**src/rtl/arc4_pkg.sv**
```systemverilog
//==============================================================================
// arc4_pkg : shared types and constants for the ARC4 state-memory blocks
// Rev 1.0
//==============================================================================
`default_nettype none

package arc4_pkg;

    localparam int MEM_DEPTH = 256;
    localparam int DATA_W    = 8;
    localparam int ADDR_W    = 8;
    localparam int IDX_W     = ADDR_W + 1;

    typedef logic [ADDR_W-1:0] addr_t;
    typedef logic [DATA_W-1:0] byte_t;

    typedef enum logic [1:0] {
        IDLE = 2'd0,
        FILL = 2'd1,
        DONE = 2'd2
    } init_state_t;

    localparam logic [6:0] HEX_BLANK = 7'b1111111;

endpackage

`default_nettype wire

```
**src/rtl/arc4_task1_if.sv**
```systemverilog
//==============================================================================
// arc4_task1_if : single-port state RAM bus shared by the ARC4 engines
// Rev 1.0
//==============================================================================
`default_nettype none

interface arc4_task1_if;
    import arc4_pkg::*;

    addr_t addr;
    byte_t wrdata;
    logic  wren;
    byte_t q;

    modport master (output addr, output wrdata, output wren, input  q);
    modport slave  (input  addr, input  wrdata, input  wren, output q);
    modport monitor(input  addr, input  wrdata, input  wren, input  q);

endinterface

`default_nettype wire

```
**src/rtl/init.sv**
```systemverilog
//==============================================================================
// init : fills the state RAM with S[i] = i after an en strobe (rdy/en protocol)
// Rev 1.0
//==============================================================================
`default_nettype none

module init
    import arc4_pkg::*;
(
    input  wire logic    clk,
    input  wire logic    rst_n,
    input  wire logic    en_i,
    output logic         rdy_o,
    output logic         done_o,
    arc4_task1_if.master mem
);

    init_state_t      state_q, state_d;
    logic [IDX_W-1:0] i_q, i_d;

    always_ff @(posedge clk or negedge rst_n) begin
        if (!rst_n) begin
            state_q <= IDLE;
            i_q     <= '0;
        end else begin
            state_q <= state_d;
            i_q     <= i_d;
        end
    end

    // The extra index bit marks "past the last entry": one quiet cycle in FILL,
    // then DONE, so the counter never wraps back onto S[0].
    always_comb begin
        state_d    = state_q;
        i_d        = i_q;
        rdy_o      = 1'b1;
        done_o     = 1'b0;
        mem.wren   = 1'b0;
        mem.addr   = i_q[ADDR_W-1:0];
        mem.wrdata = i_q[DATA_W-1:0];

        case (state_q)
            IDLE: begin
                if (en_i) begin
                    state_d = FILL;
                    i_d     = '0;
                end
            end
            FILL: begin
                rdy_o = 1'b0;
                if (i_q[IDX_W-1]) begin
                    state_d = DONE;
                end else begin
                    mem.wren = 1'b1;
                    i_d      = i_q + IDX_W'(1);
                end
            end
            DONE: begin
                done_o = 1'b1;
                if (en_i) begin
                    state_d = FILL;
                    i_d     = '0;
                end
            end
            default: begin
                state_d = IDLE;
            end
        endcase
    end

endmodule

`default_nettype wire

```
**src/rtl/s_mem.sv**
```systemverilog
//==============================================================================
// s_mem : 256 x 8 single-port state RAM, synchronous write, registered read
// Rev 1.0
//==============================================================================
`default_nettype none

module s_mem
    import arc4_pkg::*;
(
    input  wire logic   clk,
    arc4_task1_if.slave mem
);

    byte_t mem_data [MEM_DEPTH];
    byte_t q_q;

    // Read-before-write: a same-address access returns the previous contents.
    always_ff @(posedge clk) begin
        if (mem.wren) begin
            mem_data[mem.addr] <= mem.wrdata;
        end
        q_q <= mem_data[mem.addr];
    end

    assign mem.q = q_q;

endmodule

`default_nettype wire

```
**src/rtl/arc4_task1.sv**
```systemverilog
//==============================================================================
// arc4_task1 : DE1-SoC top for ARC4 step 1 - self-started S[i] = i fill
// Rev 1.0
//==============================================================================
`default_nettype none

module arc4_task1
    import arc4_pkg::*;
(
    input  wire logic       CLOCK_50,
    input  wire logic [3:0] KEY,
    input  wire logic [9:0] SW,
    output logic      [6:0] HEX0,
    output logic      [6:0] HEX1,
    output logic      [6:0] HEX2,
    output logic      [6:0] HEX3,
    output logic      [6:0] HEX4,
    output logic      [6:0] HEX5,
    output logic      [9:0] LEDR
);

    logic rst_n;
    logic en;
    logic rdy;
    logic done;
    logic en_q, en_d;
    logic started_q, started_d;

    arc4_task1_if bus();

    assign rst_n = KEY[3];

    // One strobe per reset: fires on the first edge that sees the engine ready.
    always_comb begin
        en_d      = ~started_q & rdy;
        started_d = started_q | en_d;
    end

    always_ff @(posedge CLOCK_50 or negedge rst_n) begin
        if (!rst_n) begin
            en_q      <= 1'b0;
            started_q <= 1'b0;
        end else begin
            en_q      <= en_d;
            started_q <= started_d;
        end
    end

    assign en = en_q;

    init u_init (
        .clk    (CLOCK_50),
        .rst_n  (rst_n),
        .en_i   (en),
        .rdy_o  (rdy),
        .done_o (done),
        .mem    (bus.master)
    );

    s_mem s (
        .clk (CLOCK_50),
        .mem (bus.slave)
    );

    assign HEX0 = HEX_BLANK;
    assign HEX1 = HEX_BLANK;
    assign HEX2 = HEX_BLANK;
    assign HEX3 = HEX_BLANK;
    assign HEX4 = HEX_BLANK;
    assign HEX5 = HEX_BLANK;
    assign LEDR = {8'd0, ~rdy, done};

    // Reserved inputs and the read port are consumed by later ARC4 steps.
    wire w_unused = &{1'b0, KEY[2:0], SW, bus.q};

endmodule

`default_nettype wire

```
**config.mk**
```make
export PLATFORM = sky130hd
export DESIGN_NAME = arc4_task1
export DESIGN_NICKNAME = d
export VERILOG_FILES = /design/src/rtl/arc4_pkg.sv /design/src/rtl/arc4_task1_if.sv /design/src/rtl/init.sv /design/src/rtl/s_mem.sv /design/src/rtl/arc4_task1.sv
export SDC_FILE = /design/constraint.sdc
export NUM_CORES = 1
export LEC_CHECK = 0
export CORE_MARGIN = 2
export CORE_UTILIZATION = 33
export DETAILED_ROUTE_END_ITERATION = 8
export PLACE_DENSITY = 0.77
export SLEW_MARGIN = 20
export SYNTH_ARGS = -nofsm -noshare
export SYNTH_HDL_FRONTEND = slang
export SYNTH_SLANG_ARGS = --single-unit
export TNS_END_PERCENT = 1
```
**constraint.sdc**
```tcl
create_clock -name CLOCK_50 -period 1.3 [get_ports CLOCK_50]
set_input_delay 0.195 -clock CLOCK_50 [delete_from_list [all_inputs] [get_ports CLOCK_50]]
set_output_delay 0.195 -clock CLOCK_50 [all_outputs]
set_load 0.01 [all_outputs]
```
* Word-level counts from Yosys, hierarchy flattened
Cells that the tools add are included.
** Storage, ports and cells
- Output and inout bits :: 52
- Flip-flop bits (word level) :: 13
** Operators by class
- Reduce and logical (&&, ||, !) cells :: 6
- Bitwise operators :: 3
- Equal/unequal tests :: 5
- Add/sub/neg operators :: 1
- Mux-type cells :: 8
** Operators by type and width (number)
- two-way mux 9 bit :: 2
- one-hot mux 9 bit (2 select lines) :: 1
- adder 9 x 1 -> 9 bit (second input constant) :: 1
- two-way mux 2 bit :: 2
- != test 2 x 1 -> 1 bit (second input constant) :: 2
- one-hot mux 2 bit (2 select lines) :: 1
- AND reduction 2 bit :: 2
- AND reduction 3 bit :: 1
- equality test 2 x 1 -> 1 bit (second input constant) :: 1
- equality test 2 bit (second input constant) :: 1
- zero test 2 bit :: 1
- two-way mux 1 bit :: 2
- != test 2 bit (second input constant) :: 1
- nonzero test 2 bit :: 1
- OR reduction 2 bit :: 1
- AND 1 bit :: 1
- inverter 1 bit :: 1
- bitwise OR 1 bit :: 1

* Logic depth before layout (Yosys ltp)
Gate-level depths: netlist of run 1.
- Depth in word-level cells :: 4
- Depth in mapped cells :: 5
- Gate-level depth less buffers :: 4

* Hierarchy
Synthesis of run 1 repeated with hierarchy kept, for this count alone.
** Unflattened totals
- Cells, all modules :: 3683
- Area total of the unflattened synthesis :: 79688.9 um2
** Modules (own cells, without submodules)
- s_mem :: cells an instance 3547, area an instance 78492.8 um2, times used 1
- init :: cells an instance 78, area an instance 739.5 um2, times used 1
- arc4_task1 :: cells an instance 58, area an instance 456.7 um2, times used 1

* Worst setup path after synthesis of run 1
Ideal clock, no wire load.
- Path kind :: reg2reg
- Start point :: register u_init.i_q[0]
- End point :: register u_init.i_q[2]
- Cell stages (with the launch flop) :: 5
- Library setup time :: 125 ps
- Period minus slack after synthesis :: 1345 ps
- Path slack :: -45 ps
- Arrival time :: 1220 ps
- Buffers on the path :: 0
- Cells stage by stage :: dfrtp_1 > ha_1 > or3b_2 > a21oi_1 > o22ai_1
** On the way
- Longest elaborated chain between the ends :: 3
** Ends and longest elaborated chain
- start, declared :: line init.sv:19 : logic [IDX_W-1:0] i_q, i_d;
- start signal, assigned :: line init.sv:27 : i_q <= i_d;
- adder 9 x 1 -> 9 bit :: line init.sv:55 : i_d = i_q + IDX_W'(1);
- two-way mux 9 bit :: line init.sv:51 : if (i_q[IDX_W-1]) begin
- one-hot mux 9 bit (2 select lines) :: line init.sv:42 : case (state_q)
No other way between the ends. The select of a mux whose other input is x is not followed.
A chain may end at the register's enable or synchronous reset.

* Worst setup path in the final report of run 1
- Start point :: register u_init.i_q[8]
- End point :: register u_init.i_q[3]
** On the way
- Longest elaborated chain between the ends :: 2
** Ends and longest elaborated chain
- != test 2 bit (no line)
- AND reduction 3 bit (no line)
No other way between the ends.

==> results.json, run 1 <==
{
  "initial_utilization_pct": 34.38,
  "worst-path-max-fanout": 6,
  "grt_pass1_wl_mm": 2.221,
  "power.leakage_nw": 0.5458,
  "p_per_area_nw_per_um2": 670.0,
  "synth_top_family_by_area": "buffers and inverters",
  "grt_max_degree": 14,
  "clock-sinks": 13,
  "finalSetupViolations": 3,
  "synth_compound_area_share_pct": 10.22,
  "synthesis.area_um2": 1041,
  "status": "complete, but fails checks",
  "cts_buffers": 3,
  "finalWorstSetupSlack_ps": -107.9,
  "peakVddDrop_mv": 0.2100,
  "drt_first_pass_iters": 4,
  "tritoncts": "built",
  "violations": "setup timing",
  "postSynthCellCount": 112,
  "synthAdderAreaFrac_pct": 1.202,
  "synth_edf_count": 0,
  "worst_hold_slack_ps": 217.0,
  "timing.fmax_mhz": 710.3,
  "via_per_inst": 3.672,
  "io_buffers": 3,
  "via_count": 639,
  "critPathLaunchType": "flip-flop",
  "drv_cap": 0,
  "min_period_ps": 1408,
  "globalplace.congestion": 0.7526,
  "diodes": 0,
  "synthSimpleGateAreaFrac_pct": 14.90,
  "hold_violations": 0,
  "hold_path.class": "input port to asynchronous set/reset pin",
  "drc": 0,
  "synth_area_per_cell_um2": 9.295,
  "clkTransAtPathRegs_ps": 80,
  "antenna_found_initial": 0,
  "nets": 147,
  "ant_nets": 0,
  "synth-xor-area-share_pct": 0,
  "ys_async_sr_fraction_pct": 100.0,
  "muxShareOfSynthArea_pct": 0.9615,
  "fin_cells": 174,
  "cts_hold_buf": 0,
  "grt.total_usage_pct": 8.456,
  "fin_crit_sh_pct": 108.3,
  "crit_type": "flip-flop to flip-flop",
  "total_power_mw": 0.7302,
  "clk_latency_ps": 280,
  "final_util_pct": 35.99,
  "dpl.hpwl_mm": 1.058,
  "ioPinCount": 67,
  "synth_top_flop_cell": "dfrtp_1",
  "ys_seq_elements": 13,
  "crit_arrival_ps": 1610,
  "wl_per_cell_um": 8.816,
  "placed_cells": 164,
  "routed_wl_mm": 1.534,
  "htree_levels": 1,
  "cts-root-buf": "clkbuf_4",
  "clk_path_buf_depth": 2,
  "core-area_um2": 3028,
  "syn_to_final_growth_pct": 4.688,
  "rows": 20,
  "crit_required_ps": 1500,
  "finClkSkew_ps": 0.7355,
  "ys_types": 33,
  "drive_gt1_share_pct": 28.46,
  "slew_viol_final": 0,
  "drt_iter0_markers": 13,
  "yosysSeqAreaShare_pct": 31.25,
  "die-height_um": 60.17,
  "dp_slack_ps": -60.59,
  "crit_path_end_kind": "flip-flop",
  "die_w_um": 60.17,
  "overflow": 0,
  "grt_pass1_vias": 492,
  "yosys_warnings": 0,
  "rsz0062_at_grt": "yes",
  "die-area_um2": 3620
}
[path summary, 6_finish.rpt]
path                                    start           endpoint  slack [ps]  cells past startpoint
worst max-delay path            u_init.i_q[8]      u_init.i_q[3]        -110                      4
worst min-delay path                   KEY[3]      u_init.i_q[7]         220                      2
worst max register to register  u_init.i_q[8]      u_init.i_q[3]        -110                      4
worst min register to register      started_q                 en         430                      1
max in group asynchronous              KEY[3]  u_init.state_q[0]         910                      2
min in group CLOCK_50               started_q                 en         430                      1
[synthesized netlist by cell type (2+ instances only)]
cell	instances	area (um^2)
buf_4	52	390.4
dfrtp_1	13	325.3
nand2_1	6	22.52
nand3_1	4	20.02
o21ai_0	3	15.01
buf_6	2	22.52
conb_1	2	7.510
inv_1	2	7.510
nand2b_1	2	12.51
nor2_1	2	7.510
nor2b_1	2	12.51
[metal layers]
metal | GRT usage [%] | vias to the layer above | part of all wire (%)
met1 | 9.961 | 293 | 38
met2 | 13.51 | 36 | 51
met3 | 2.597 | 6 | 8.1
li1 | - | 304 | -
met4 | 4.762 | 0 | 3.0
met5 | 0 | - | 0
[through the flow]
stage	TNS (ps)	area, um^2
2_1_floorplan	0	1226
3_3_place_gp	-160.1	984.7
3_5_place_dp	-274.1	984.7
4_1_cts	-153.6	1054
5_1_grt	-520.7	1090
6_report	-184.4	1090
[cell usage in the layout (no fill, tap or decap), drive strengths merged, types with 4 or more instances in the layout]
| cell | netlist | routed |
|---|---|---|
| conb | 2 | 50 |
| clkbuf | 0 | 5 |
| buf | 55 | 19 |
| nand2 | 6 | 6 |
| nand3 | 4 | 4 |
| dfrtp | 13 | 13 |
| o21ai | 4 | 4 |
[timing repair]
action                     in CTS  in global routing
setup buffers                   2                  4
hold endpoints to repair        0                  0
gates resized for setup        17                  5
pin swaps                       4                  2
setup endpoints to repair       8                  9
[cell families after synthesis]
family | count (synthesis)
adder cells (fa/ha/maj) | 1
buffers and inverters | 57
AND/OR/NAND/NOR | 24
AO/OA/AOI/OAI | 14
multiplexers | 1
flip-flops | 13
other | 2
[critical path, stage by stage (launching register included)]
cell	delay, ps
dfrtp_2	430
nand4b_1	310
buf_4	230
nor3b_2	190
a2bb2oi_1	160
[where the power goes]
part | internal, mW | leakage (nW) | total, mW | switching (mW)
Combinational | 0.00462 | 0.387 | 0.0775 | 0.0728
Clock | 0.119 | 0.0150 | 0.249 | 0.130
Sequential | 0.404 | 0.144 | 0.404 | 0
Total | 0.528 | 0.546 | 0.730 | 0.203
[cell type report]
class / count / area, um^2
Multi-Input combinational cell: 90 / 509.2
Inverter: 2 / 7.507
Tap cell: 44 / 55.05
Clock buffer: 4 / 26.28
Sequential cell: 13 / 329.1
Fill cell: 320 / 1938
Timing Repair Buffer: 21 / 162.7
[flip-flops by register name (all words and copies together) (netlist names)]
signal and count:
u_init.i_q 9, u_init.state_q 2, en 1, started_q 1
Note: power is estimated with default switching activity, not from simulation.
==> run 2: changes to the inputs <==
- PLACE_DENSITY: 0.77 -> 0.81
==> run 2 against run 1 <==
The run still ends with setup timing left. Wire length shrank 8.3%. Fmax up 6.4%. Hold slack lost 9.5 ps. Die area unchanged. Sequential share of layout area rose by 1.8 points. Count of clock-buffer cells in the layout stayed put. Critical path depth shrank 1. Total power increased by 0.48%. Via count is 2.0% lower. Clock power about the same. Largest power group unchanged. Highest routed layer unchanged.
==> results.json, run 2 (same netlist as run 1, synthesis figures left out) <==
{
  "status": "complete, but fails checks",
  "violations": "setup timing",
  "fin_crit_sh_pct": 101.8,
  "wl_met2_um": 655,
  "multi_input_area_um2": 491.7,
  "cts-root-buf": "clkbuf_4",
  "ioPinCount": 67,
  "antenna_found_initial": 0,
  "die-height_um": 60.17,
  "p_per_area_nw_per_um2": 715.2,
  "finalSetupViolations": 2,
  "hold_path.class": "input port to asynchronous set/reset pin",
  "final_cell_mix": "conb_1 (50), buf_4 (13), dfrtp_1 (11), nand2_1 (6), nand3_1 (4)",
  "syn_to_final_growth_pct": -1.443,
  "crit_path_end_kind": "flip-flop",
  "place_area_um2": 984.7,
  "dpl.hpwl_mm": 1.117,
  "via_count": 626,
  "grt_pass1_wl_mm": 2.380,
  "die_w_um": 60.17,
  "grt.total_usage_pct": 9.346,
  "globalplace.congestion": 0.7888,
  "core-area_um2": 3028,
  "largest_register": "u_init.i_q",
  "wl_per_cell_um": 8.320,
  "nets": 142,
  "grt_pass1_vias": 558,
  "grt_max_degree": 14,
  "cts_buffers": 3,
  "htree_levels": 1,
  "reg_top3": "u_init.i_q: 9 flops, u_init.state_q: 2 flops",
  "total_power_mw": 0.7337,
  "power.leakage_nw": 0.5023,
  "worst-path-max-fanout": 5,
  "stdcell_area_um2": 1026,
  "clkTransAtPathRegs_ps": 80,
  "initial_utilization_pct": 34.38,
  "final_common_cell": "conb_1",
  "peakVddDrop_mv": 0.2138,
  "finClkSkew_ps": 1.187,
  "timing.fmax_mhz": 755.9,
  "cts_hold_buf": 0,
  "rsz0062_at_grt": "yes",
  "critPathLaunchType": "flip-flop",
  "die-area_um2": 3620,
  "drc": 0,
  "clk_latency_ps": 280,
  "largest_reg_flops": 9,
  "diodes": 0,
  "drt-met1-wl_um": 572,
  "routed_wl_mm": 1.406,
  "wl_met3_um": 147,
  "slew_viol_final": 0,
  "ant_nets": 0,
  "hold_violations": 0,
  "register_area_um2": 327.8,
  "rows": 20,
  "finalWorstSetupSlack_ps": -23.01,
  "crit_required_ps": 1510,
  "via_per_inst": 3.704,
  "min_period_ps": 1323,
  "top_layer_used": "met4",
  "crit_type": "flip-flop to flip-flop",
  "crit_arrival_ps": 1530,
  "clock-sinks": 13,
  "overflow": 0,
  "clk_path_buf_depth": 2,
  "tritoncts": "built",
  "drt_first_pass_iters": 4,
  "n_fill_cell": 334,
  "drive_gt1_share_pct": 23.20,
  "io_buffers": 3,
  "drt_iter0_markers": 7,
  "drv_cap": 0
}
-- run 2: worst max-delay path: stages (launching register included) --
cell      delay [ps]
dfrtp_2          450
nand4b_1         290
or3_1            360
a21boi_1         160
-- run 2: stage by stage --
step | TNS, ps | instances | hold WS (ps) | worst slack (ps) | util [%]
floorplan | 0 | 160 | -100.6 | 16.31 | -
global placement | -64.83 | 164 | 410.7 | -23.71 | 32.52
detailed placement | -296.5 | 164 | 422.6 | -90.23 | 32.52
CTS | -51.80 | 169 | 207.6 | -25.65 | 33.76
global route | -445.3 | 169 | 207.0 | -116.1 | 33.88
finish | -27.97 | 169 | 207.4 | -23.01 | 33.88
-- run 2: repair_timing --
item	CTS	global route
endpoints found under the setup margin	8	9
resized for setup	13	4
setup buffers	1	0
hold endpoints to repair	0	0
-- run 2: worst paths after layout --
check	end	cells after the start	from	slack [ps]
worst min register to register	en	1	started_q	440
max in group asynchronous	u_init.state_q[1]	2	KEY[3]	920
min in group CLOCK_50	en	1	started_q	440
worst max register to register	u_init.i_q[5]	3	u_init.i_q[8]	-20
worst min-delay path	u_init.i_q[2]	2	KEY[3]	210
worst max-delay path	u_init.i_q[5]	3	u_init.i_q[8]	-20
-- run 2: layer usage --
layer,track usage (%),up-vias
met4,5.714,0
met5,0,-
met3,3.896,3
met2,15.06,37
met1,10.09,290
li1,-,296
-- run 2: report_power, final --
part / leakage, nW / total, mW / switching, mW / internal [mW]
combinational: 0.343 / 0.0775 / 0.0729 / 0.00461
sequential: 0.144 / 0.404 / 0 / 0.404
clock: 0.0150 / 0.252 / 0.133 / 0.119
-- run 2: area by class of cell --
class                           instances  share of cell area, %
Clock buffer                            4                  2.561
Inverter                                2                 0.7317
Multi-Input combinational cell         90                  47.93
Sequential cell                        13                  31.95
Tap cell                               44                  5.366
Timing Repair Buffer                   16                  11.46
